### config.mk
export PLATFORM = sky130hd
export DESIGN_NAME = shift_add_multiplier_flat
export DESIGN_NICKNAME = d
export VERILOG_FILES = /design/src/rtl/shift_add_multiplier_if.sv /design/src/rtl/shift_add_multiplier.sv /design/src/flat_wrapper.sv
export SDC_FILE = /design/constraint.sdc
export NUM_CORES = 1
export LEC_CHECK = 0
export CORE_UTILIZATION = 55
export DETAILED_ROUTE_END_ITERATION = 8
export PLACE_DENSITY_LB_ADDON = 0.1
export REMOVE_ABC_BUFFERS = 1
export SYNTH_ARGS = -nofsm -noshare
export SYNTH_HDL_FRONTEND = slang
export SYNTH_SLANG_ARGS = --single-unit
### constraint.sdc
create_clock -name clk -period 9 [get_ports clk]
set_input_delay 1.8 -clock clk [delete_from_list [all_inputs] [get_ports clk]]
set_output_delay 1.8 -clock clk [all_outputs]
set_load 0.01 [all_outputs]
### src/rtl/shift_add_multiplier_if.sv
// Request/result bundle for the 8x8 shift-and-add multiplier.
// start/a/b go caller->multiplier; p/busy/done come back.
interface shift_add_multiplier_if;
  logic        start;
  logic [7:0]  a;
  logic [7:0]  b;
  logic [15:0] p;
  logic        busy;
  logic        done;

  modport master (
    output start, a, b,
    input  p, busy, done
  );

  modport slave (
    input  start, a, b,
    output p, busy, done
  );
endinterface

### src/rtl/shift_add_multiplier.sv
// Sequential 8x8 unsigned shift-and-add multiplier, 16-bit product.
// Ports: clk, rst_n (async low), bus (slave: start,a,b -> p,busy,done).
module shift_add_multiplier (
  input  logic                   clk,
  input  logic                   rst_n,
  shift_add_multiplier_if.slave  bus
);

  typedef enum logic [1:0] {
    IDLE = 2'b00,
    RUN  = 2'b01,
    DONE = 2'b10
  } state_e;

  state_e      state_q, state_d;
  logic [15:0] mcand_q, mcand_d;
  logic [7:0]  mplr_q, mplr_d;
  logic [15:0] acc_q, acc_d;
  logic [2:0]  cnt_q, cnt_d;
  logic [15:0] p_q, p_d;

  logic [15:0] sum;
  logic        add_co_unused;

  // Subtract select and carry-in tied low: pure acc + mcand.
  // Carry-out cannot be set for 8x8 operands.
  Sixteen_b_full_adder u_add (
    .a_i (acc_q),
    .b_i (mcand_q),
    .x_i (1'b0),
    .c_i (1'b0),
    .s_o (sum),
    .c_o (add_co_unused)
  );

  always_ff @(posedge clk or negedge rst_n) begin
    if (!rst_n) begin
      state_q <= IDLE;
      mcand_q <= '0;
      mplr_q  <= '0;
      acc_q   <= '0;
      cnt_q   <= '0;
      p_q     <= '0;
    end else begin
      state_q <= state_d;
      mcand_q <= mcand_d;
      mplr_q  <= mplr_d;
      acc_q   <= acc_d;
      cnt_q   <= cnt_d;
      p_q     <= p_d;
    end
  end

  always_comb begin
    state_d = state_q;
    mcand_d = mcand_q;
    mplr_d  = mplr_q;
    acc_d   = acc_q;
    cnt_d   = cnt_q;
    p_d     = p_q;
    case (state_q)
      IDLE: begin
        if (bus.start) begin
          mcand_d = {8'h00, bus.a};
          mplr_d  = bus.b;
          acc_d   = '0;
          cnt_d   = '0;
          state_d = RUN;
        end
      end
      RUN: begin
        acc_d   = mplr_q[0] ? sum : acc_q;
        mcand_d = {mcand_q[14:0], 1'b0};
        mplr_d  = {1'b0, mplr_q[7:1]};
        cnt_d   = cnt_q + 3'd1;
        if (cnt_q == 3'd7) begin
          p_d     = acc_d;
          state_d = DONE;
        end
      end
      DONE:    state_d = IDLE;
      default: state_d = IDLE;
    endcase
  end

  // Status is decoded from state only; the 2'b11 encoding reads idle.
  assign bus.busy = (state_q == RUN) || (state_q == DONE);
  assign bus.done = (state_q == DONE);
  assign bus.p    = p_q;

endmodule

// 16-bit ripple adder/subtractor: x_i=1 subtracts (b inverted).
module Sixteen_b_full_adder (
  input  logic [15:0] a_i,
  input  logic [15:0] b_i,
  input  logic        x_i,
  input  logic        c_i,
  output logic [15:0] s_o,
  output logic        c_o
);

  logic c;
  logic bx;

  always_comb begin
    s_o = '0;
    c   = c_i;
    bx  = 1'b0;
    for (int i = 0; i < 16; i++) begin
      bx     = b_i[i] ^ x_i;
      s_o[i] = a_i[i] ^ bx ^ c;
      c      = (a_i[i] & bx) | (c & (a_i[i] ^ bx));
    end
    c_o = c;
  end

endmodule
### src/flat_wrapper.sv
// flat-port wrapper written by rule: the top's interface ports become plain ports
module shift_add_multiplier_flat 
  (clk, rst_n, bus_start, bus_a, bus_b, bus_p, bus_busy, bus_done);
  shift_add_multiplier_if bus_i ();
  input  logic clk;
  input  logic rst_n;
  input wire logic [$bits(bus_i.start)-1:0] bus_start;
  input wire logic [$bits(bus_i.a)-1:0] bus_a;
  input wire logic [$bits(bus_i.b)-1:0] bus_b;
  output wire logic [$bits(bus_i.p)-1:0] bus_p;
  output wire logic [$bits(bus_i.busy)-1:0] bus_busy;
  output wire logic [$bits(bus_i.done)-1:0] bus_done;
  assign bus_i.start = bus_start;
  assign bus_i.a = bus_a;
  assign bus_i.b = bus_b;
  assign bus_p = bus_i.p;
  assign bus_busy = bus_i.busy;
  assign bus_done = bus_i.done;
  shift_add_multiplier u_core (.clk(clk), .rst_n(rst_n), .bus(bus_i));
endmodule
# Word-level counts from Yosys, hierarchy flattened
# Cells that the tools add are included.
# W data, S select, Z words.
op_classes:
  eq_ne: 5
  n_addsub: 1
  reduce_logical: 6
  n_bitwise: 74
  n_mux: 12
ops:
  columns: ["operator", "count"]
  rows:
  - ["$pmux W16 S2", 2]
  - ["$mux W16", 3]
  - ["$xor A1 B1 Y1", 31]
  - ["$and A1 B1 Y1", 29]
  - ["$pmux W8 S2", 1]
  - ["$or A1 B1 Y1", 14]
  - ["$mux W8", 1]
  - ["$pmux W3 S2", 1]
  - ["$reduce_and A2 Y1", 3]
  - ["$mux W2", 2]
  - ["$pmux W2 S2", 1]
  - ["$add A3 B1 Y3 const B", 1]
  - ["$eq A3 B3 Y1 const B", 1]
  - ["$mux W3", 1]
  - ["$eq A2 B1 Y1 const B", 1]
  - ["$eq A2 B2 Y1 const B", 1]
  - ["$logic_not A2 Y1", 1]
  - ["$ne A2 B1 Y1 const B", 1]
  - ["$ne A2 B2 Y1 const B", 1]
  - ["$reduce_bool A2 Y1", 1]
  - ["$logic_or A1 B1 Y1", 1]
word_totals:
  word_cells: 104
  in_bits: 19
  output_inout_bits: 18
  regBits: 61

# Depth between registers and ports, before layout
# Gate-level depths: netlist of run 1.
logic_depth:
  word_depth: 32
  ltp_mapped: 20
  depth_no_buf: 20

# Cells and area by module
# Synthesis of run 1 repeated with hierarchy kept, for this count alone.
unflattened:
  hier_cells: 338
  hier_area_um2: 3468.3
by_module_without_submodules:
  columns: ["module", "cells_per_inst", "n_inst", "area_per_inst_um2", "seq_area_each_um2"]
  rows:
  - ["shift_add_multiplier", 276, 1, 2871.5, 1526.5]
  - ["Sixteen_b_full_adder", 62, 1, 596.8, 0.0]

# Least setup slack after synthesis of run 1
# OpenSTA, ideal clock, no wires.
synth_path:
  path_kind: "register -> register"
  startpoint: "register u_core.acc_q[0]"
  endpoint: "register u_core.p_q[15], in the netlist u_core.bus.p[15]"
  path_buffers: 0
  t_arrival_ps: 6957
  slack_ps: 1919
  t_required_ps: 8876
  stages_incl_launch_ff: 21
  synth_period_minus_slack_ps: 7081
  setup_time_ps: 124
  cell_sequence: "dfrtp_1 -> ha_1 -> inv_1 -> fa_1 -> fa_1 -> fa_1 -> fa_1 -> fa_1 -> fa_1 -> fa_1 -> fa_1 -> fa_1 -> fa_1 -> fa_1 -> fa_1 -> inv_1 -> fa_1 -> fa_1 -> xnor2_1 -> o2111a_1 -> a211o_1"
synth_between:
  elab_chain_len: 31
synth_lines:
  columns: ["item", "line", "text"]
  rows:
  - ["start, declared", "shift_add_multiplier.sv:18", "logic [15:0] acc_q, acc_d;"]
  - ["start signal, assigned", "shift_add_multiplier.sv:41", "acc_q <= '0;"]
  - ["start signal, assigned", "shift_add_multiplier.sv:48", "acc_q <= acc_d;"]
  - ["$and A1 B1 Y1 (2 in series)", "shift_add_multiplier.sv:113", "c = (a_i[i] & bx) | (c & (a_i[i] ^ bx));"]
  - ["$or A1 B1 Y1", "shift_add_multiplier.sv:113", null]
  - ["$and A1 B1 Y1", "shift_add_multiplier.sv:113", null]
  - ["$or A1 B1 Y1", "shift_add_multiplier.sv:113", null]
  - ["$and A1 B1 Y1", "shift_add_multiplier.sv:113", null]
  - ["$or A1 B1 Y1", "shift_add_multiplier.sv:113", null]
  - ["$and A1 B1 Y1", "shift_add_multiplier.sv:113", null]
  - ["$or A1 B1 Y1", "shift_add_multiplier.sv:113", null]
  - ["[... 14 more ...]", null, null]
  - ["$and A1 B1 Y1", "shift_add_multiplier.sv:113", null]
  - ["$or A1 B1 Y1", "shift_add_multiplier.sv:113", null]
  - ["$and A1 B1 Y1", "shift_add_multiplier.sv:113", null]
  - ["$or A1 B1 Y1", "shift_add_multiplier.sv:113", null]
  - ["$and A1 B1 Y1", "shift_add_multiplier.sv:113", null]
  - ["$or A1 B1 Y1", "shift_add_multiplier.sv:113", null]
  - ["$xor A1 B1 Y1", "shift_add_multiplier.sv:112", "s_o[i] = a_i[i] ^ bx ^ c;"]
  - ["$mux W16", "shift_add_multiplier.sv:72", "acc_d = mplr_q[0] ? sum : acc_q;"]
  - ["end signal, assigned", "shift_add_multiplier.sv:50", "p_q <= p_d;"]
  - ["end, declared", "shift_add_multiplier.sv:20", "logic [15:0] p_q, p_d;"]
# No other way between the ends.
# A chain may end at the register's enable or synchronous reset.

# Worst setup path in the final report of run 1
layout_path:
  startpoint: "register u_core.mcand_q[0]"
  endpoint: "register u_core.p_q[15], in the netlist u_core.bus.p[15]"
layout_between:
  elab_chain_len: 31
layout_lines:
  columns: ["item", "line", "text"]
  rows:
  - ["start, declared", "shift_add_multiplier.sv:16", "logic [15:0] mcand_q, mcand_d;"]
  - ["start signal, assigned", "shift_add_multiplier.sv:46", "mcand_q <= mcand_d;"]
  - ["$and A1 B1 Y1 (2 in series)", "shift_add_multiplier.sv:113", null]
  - ["$or A1 B1 Y1", "shift_add_multiplier.sv:113", null]
  - ["$and A1 B1 Y1", "shift_add_multiplier.sv:113", null]
  - ["$or A1 B1 Y1", "shift_add_multiplier.sv:113", null]
  - ["$and A1 B1 Y1", "shift_add_multiplier.sv:113", null]
  - ["$or A1 B1 Y1", "shift_add_multiplier.sv:113", null]
  - ["$and A1 B1 Y1", "shift_add_multiplier.sv:113", null]
  - ["$or A1 B1 Y1", "shift_add_multiplier.sv:113", null]
  - ["[... 14 more ...]", null, null]
  - ["$and A1 B1 Y1", "shift_add_multiplier.sv:113", null]
  - ["$or A1 B1 Y1", "shift_add_multiplier.sv:113", null]
  - ["$and A1 B1 Y1", "shift_add_multiplier.sv:113", null]
  - ["$or A1 B1 Y1", "shift_add_multiplier.sv:113", null]
  - ["$and A1 B1 Y1", "shift_add_multiplier.sv:113", null]
  - ["$or A1 B1 Y1", "shift_add_multiplier.sv:113", null]
  - ["$xor A1 B1 Y1", "shift_add_multiplier.sv:112", null]
  - ["$mux W16", "shift_add_multiplier.sv:72", null]
# No other way between the ends.

==> results of run 1 <==
-- Yosys cell counts (all sizes together) (2+ instances only) --
master / number
a32o: 3
a21oi: 4
dfrtp: 61
ha: 6
o2bb2ai: 14
inv: 33
nand2b: 2
o21ai: 31
a22o: 10
nand3: 3
buf: 14
mux2: 8
nand2: 32
fa: 14
clkbuf: 2
mux2i: 24
-- sequential cells by signal, indices dropped and copies added (netlist names) --
signal and count:
u_core.mplr_q 8, u_core.acc_q 16, u_core.bus.p 16, u_core.mcand_q 16, u_core.state_q 2, u_core.cnt_q 3
-- routing by layer --
layer,GRT usage (%),share of wire [%]
met1,26.4,46
met2,36.2,49
met5,0,0
met3,7.26,3.5
met4,8.65,1.7
-- area by class of cell --
cell class | count | share of cell area (%)
flip-flops and latches | 61 | 42.3
multi-input cells | 159 | 36.9
repair buffers | 39 | 10.5
clock buffers | 13 | 4.13
inverters | 33 | 3.44
well taps | 70 | 2.43
clock inverters | 2 | 0.278
-- worst max-delay path: cells and delay by family, from the launching register on --
family / cells / cell delay, ns
buf+inv: 2 / 0.13
compound gates: 2 / 0.50
flops: 1 / 0.38
fa+ha+maj: 15 / 6.09
xor+xnor: 1 / 0.12
-- placed cells by master, fill, tap and decap left out, drive strengths merged --
master and count:
inv 33, buf 4, dfrtp 61, o2bb2ai 14, nand2 32, o21ai 31
nand3b 1, nand3 3, and2 1, clkdlybuf4s50 35, nor4 1, fa 14
ha 6, mux2 8, xnor2 1, a32o 3, a22o 10, o311ai 1
mux2i 24, nand2b 2, a211o 1, o2111a 1, o2111ai 1, clkinv 2
a21oi 4, clkbuf 13
-- worst max-delay path by stage --
stage                                       start                           end  slack, ns  cells after the start
finish              u_core.mcand_q[0]$_DFFE_PN0P_  u_core.bus.p[15]$_DFFE_PN0P_       1.66                     20
global route        u_core.mcand_q[0]$_DFFE_PN0P_  u_core.bus.p[15]$_DFFE_PN0P_       1.34                     20
CTS                 u_core.mcand_q[0]$_DFFE_PN0P_  u_core.bus.p[15]$_DFFE_PN0P_       1.58                     20
detailed placement  u_core.mcand_q[0]$_DFFE_PN0P_  u_core.bus.p[15]$_DFFE_PN0P_       1.62                     20
global placement      u_core.acc_q[0]$_DFFE_PN0P_  u_core.bus.p[15]$_DFFE_PN0P_       1.75                     20
floorplan             u_core.acc_q[0]$_DFFE_PN0P_  u_core.bus.p[15]$_DFFE_PN0P_       1.92                     20
-- power groups by stage --
stage               logic, mW  registers [mW]  clock network (mW)
floorplan               0.352           0.442                   0
global placement        0.487           0.450                   0
detailed placement      0.504           0.454                   0
CTS                     0.505           0.450               0.210
global route            0.568           0.464               0.220
finish                  0.496           0.450               0.204
-- logic make-up (layout without fill, tap and decap cells) --
logic type | after synthesis | after routing
AO/OA/AOI/OAI | 66 | 66
flip-flops | 61 | 61
buffers and inverters | 49 | 87
AND/OR/NAND/NOR | 40 | 40
multiplexers | 32 | 32
adder cells (fa/ha/maj) | 20 | 20
XOR/XNOR | 1 | 1
==> flow_summary.yaml, run 1 <==
yosys:
  yosysWarnings: 0
  ys.flop_type: "dfrtp_1"
  yosys.area.top_type: "dfrtp_1"
  ys_types: 29
  synth_compound_area_share_pct: 14.7
  ys_top_cells_by_area: "dfrtp_1, fa_1, mux2i_1"
  synthMuxAreaShare_pct: 10.7
  synth_top_area_share_pct: 49.5
  synth_edf_count: 0
  avgSynthCellArea_um2: 11.5
  synth-xor-area-share_pct: 0.284
  ys_ff_latch: 61
  netlist_area_um2: 3090
  synth_top_family_by_area: "compound AO/OA/AOI/OAI gates"
  async_reset_ff_share_pct: 100
  synthAdderAreaFrac_pct: 11.5
  synthSimpleGateAreaFrac_pct: 5.84
  synth_cells: 269
  ys_seq_area_share_pct: 49.5
routing:
  ant_nets: 0
  drt-vias-per-instance: 5.37
  drtIter0Drc: 97
  post_drt_wl_per_cell_um: 14.3
  finalWirelength_um: 5400
  drc_errors: 0
  drtPass1Iterations: 4
  vias: 2023
die:
  die_w_um: 76.9
  initial_core_util_pct: 58.5
  dieHeight_um: 76.9
  io_pins: 37
  coreArea_um2: 5270
  rows: 26
  die-area_um2: 5910
clock_tree:
  clkSinkCount: 61
  insertion_delay_ns: 0.34
  ctsResizeCount: 0
  path_clk_slew_ns: 0.06
  clockRootBuffer: "clkbuf_8"
  clk_path_buf_depth: 2
  postCtsSetupBuffers: 0
  htreeDepth: 3
  cts_made_buffers: 9
  cts_hold_buf: 0
  cts_tree: "yes"
min_path:
  min_to: "u_core.bus.p[14]$_DFFE_PN0P_"
  hold_class: "reg2reg"
  min_from: "u_core.bus.p[14]$_DFFE_PN0P_"
  worstHoldPathCells: 2
place:
  io_buffers: 36
  dp.cells: 362
  place_congestion: 0.763
  pre_cts_ws_ns: 1.62
  hpwlAfterDp_um: 3630
  placed_cell_area_um2: 3450
power_and_ir_drop:
  power.share.switching_pct: 38.7
  powerDensity_nw_per_um2: 319
  p_sw_mw: 0.445
  power_leakage_nw: 1.61
  vdd_drop_max_mv: 0.221
  p_comb_share_pct: 43.2
  p_int_mw: 0.706
  p_clk_share_pct: 17.7
  power_mw: 1.15
  seqPwrFrac_pct: 39.2
critical_path:
  worst_path_max_delay_cell: "fa_1"
  start_kind: "register"
  timing.reg2reg.setup_slack_ns: 1.66
  end_kind: "register"
  critPathMaxFanout: 4
  path_common_cell: "fa_1"
  critical_path.reg2reg.endpoint: "u_core.bus.p[15]$_DFFE_PN0P_"
  worst_ep_required_time_ns: 9.22
  crit_path_cell_trace: "ha_1 > inv_1 > fa_1 > fa_1 > fa_1 > fa_1 > fa_1 > fa_1 > fa_1 > fa_1 > fa_1 > fa_1 > fa_1 > fa_1 > inv_1 > fa_1 > fa_1 > xnor2_1 > o2111a_1 > a211o_1"
  cp.arrival_ns: 7.56
  r2r_cells: 20
  cpPeakStageDelay_ns: 0.48
  path_class: "reg2reg"
  r2r-start: "u_core.mcand_q[0]$_DFFE_PN0P_"
timing:
  fin_worst_skew_ns: 0.00541
  grt_setup_unrepaired: "no"
  min_period_ns: 7.34
  clock.fmax_ghz: 0.136
  worst_hold_slack_ns: 0.479
  max-slew-margin-rel_pct: 42.5
  tns_ns: 0
  tightest_slew_ns: 0.846
  fin_ws_ns: 1.66
  finalHoldViolCount: 0
  setup_viol: 0
  drv_slew: 0
  fin_crit_sh_pct: 81.5
finish:
  diodes: 0
  fin_cells: 377
  final_nets: 342
  post-route-cell-area_um2: 3610
  drive_gt1_share_pct: 9.45
  syn2layout_area_growth_pct: 16.9
  seqCellArea_um2: 1530
  multi_input_area_um2: 1330
  num-fill-cells: 424
  fin_util_pct: 68.4
global_routing:
  grt_max_degree: 62
  grt_pass1_wl_um: 9710
  grt_use_total_pct: 21.9
  grt_overflow: 0
  first_global_vias: 2075
  antenna_found_initial: 0
status:
  outcome: "finished, final reports clean"
run:
  maxCapViolations: 0
Power figures use the tool's default switching activity.
==> inputs of run 2 (changes only) <==
- CORE_UTILIZATION: 55 -> 50
- clock period: 9 -> 6.7 ns (I/O delays scaled with it)
==> run 2 against run 1 <==
Hold slack worse by 0.0028 ns. Final cell count increased by 2.7%. Critical endpoint unchanged. Die area increased by 9.7%. Largest power group unchanged. Highest routed layer unchanged. Clock-buffer cell count decreased by 2.
==> flow_summary.yaml, run 2 (synthesis results as in run 1) <==
status:
  outcome: "finished, final reports clean"
die:
  rows: 28
  dieHeight_um: 80.6
  coreArea_um2: 5920
  io_pins: 37
  die_w_um: 80.6
  die-area_um2: 6490
  initial_core_util_pct: 52.1
routing:
  drc_errors: 0
  ant_nets: 0
  drt-vias-per-instance: 5.27
  drtIter0Drc: 86
  drtPass1Iterations: 4
  finalWirelength_um: 5690
  post_drt_wl_per_cell_um: 14.7
  vias: 2041
clock_tree:
  htreeDepth: 3
  clkSinkCount: 61
  cts_tree: "yes"
  clockRootBuffer: "clkbuf_8"
  cts_made_buffers: 9
  cts_hold_buf: 0
  clk_path_buf_depth: 2
  path_clk_slew_ns: 0.07
  insertion_delay_ns: 0.34
critical_path:
  path_class: "reg2reg"
  critPathLaunch: "u_core.acc_q[0]$_DFFE_PN0P_"
  critPathMaxFanout: 3
  path_common_cell: "fa_2"
  cpPeakStageDelay_ns: 0.41
  crit_path_cell_trace: "ha_1 > inv_1 > fa_2 > fa_2 > fa_2 > fa_2 > fa_2 > fa_2 > fa_2 > fa_2 > fa_2 > fa_2 > fa_2 > fa_2 > inv_2 > fa_2 > fa_1 > xnor2_1 > o2111a_1 > a211o_1"
  r2r-start: "u_core.acc_q[0]$_DFFE_PN0P_"
  worst_ep_required_time_ns: 6.93
  end_kind: "register"
  critical_path_buf_inv_count: 2
  cp_top_family: "adder cells"
  start_kind: "register"
  worst_path_max_delay_cell: "fa_2"
  cp.arrival_ns: 6.67
min_path:
  min_from: "u_core.bus.p[4]$_DFFE_PN0P_"
  hold_class: "reg2reg"
finish:
  diodes: 0
  final_nets: 347
  syn2layout_area_growth_pct: 21.1
  final_common_cell: "dfrtp_1"
  multi_input_area_um2: 1360
  num-fill-cells: 485
  seqCellArea_um2: 1530
  drive_gt1_share_pct: 16.0
  post-route-cell-area_um2: 3740
  layout_common_cells: "dfrtp_1, clkdlybuf4s50_1, inv_1, o21ai_0, nand2_1"
timing:
  fin_crit_sh_pct: 96.1
  drv_slew: 0
  worst_hold_slack_ns: 0.476
  min_period_ns: 6.44
  finalHoldViolCount: 0
  fin_worst_skew_ns: 0.0121
  max-slew-margin-rel_pct: 40.0
  setup_viol: 0
  clock.fmax_ghz: 0.155
  tightest_slew_ns: 0.883
  grt_setup_unrepaired: "no"
power_and_ir_drop:
  powerDensity_nw_per_um2: 447
  power_leakage_nw: 1.66
  vdd_drop_max_mv: 0.258
global_routing:
  antenna_found_initial: 0
  grt_pass1_wl_um: 10000
  grt_use_total_pct: 21.4
  first_global_vias: 2088
  grt_overflow: 0
  grt_max_degree: 62
run:
  maxCapViolations: 0
place:
  place_congestion: 0.771
  placed_cell_area_um2: 3480
  io_buffers: 36
  hpwlAfterDp_um: 3630
-- run 2: layout make-up --
cell class	count	share of cell area (%)
flip-flops and latches	61	40.8
multi-input cells	159	36.5
repair buffers	44	11.1
clock buffers	11	3.78
inverters	33	3.31
well taps	75	2.51
clock inverters	4	1.94
-- run 2: repair_timing --
action / CTS / global route
gates resized for setup: 11 / 4
pin swaps: 0 / 3
setup endpoints to repair: 6 / 4
buffers inserted: 0 / 1
gates cloned: 0 / 0
-- run 2: where the power goes --
part           switching, mW  internal [mW]
registers              0.102          0.500
logic                  0.376          0.331
clock network          0.144          0.217
total                  0.622           1.05
-- run 2: per-stage QoR --
step	worst slack (ns)	cells	utilization [%]	total power [mW]	TNS, ns
CTS	0.000600	386	62.9	1.68	0
floorplan	-0.381	253	-	1.07	-1.13
finish	0.260	387	63.1	1.67	0
detailed placement	-0.584	371	58.8	1.29	-2.54
global route	0.0193	387	63.1	1.81	0
global placement	-0.518	371	58.8	1.28	-2.19
-- run 2: worst register-to-register path: stages (launching register included) --
cell and delay (ns):
dfrtp_1 0.35, ha_1 0.14, inv_1 0.05, fa_2 0.40, fa_2 0.41, fa_2 0.41, fa_2 0.39, fa_2 0.37
fa_2 0.41, fa_2 0.40, fa_2 0.40, fa_2 0.40, fa_2 0.39, fa_2 0.36, fa_2 0.39, inv_2 0.07
fa_2 0.20, fa_1 0.18, xnor2_1 0.11, o2111a_1 0.24, a211o_1 0.26
-- run 2: per-layer routing --
layer	up-vias	GRT usage [%]	part of all wire (%)
met1	1003	27.6	48
met5	-	0	0
met2	32	34.2	47
met4	0	10.7	2.2
li1	994	-	-
met3	12	4.32	2.9
-- run 2: final timing paths --
path,end,slack (ns),cells past startpoint
worst max-delay path,u_core.bus.p[15]$_DFFE_PN0P_,0.26,20
worst min register to register,u_core.bus.p[4]$_DFFE_PN0P_,0.48,2
worst max register to register,u_core.bus.p[15]$_DFFE_PN0P_,0.26,20
max in group asynchronous,u_core.cnt_q[1]$_DFFE_PN0P_,5.01,2
worst min-delay path,u_core.bus.p[4]$_DFFE_PN0P_,0.48,2
min in group asynchronous,u_core.mcand_q[4]$_DFFE_PN0P_,1.17,2
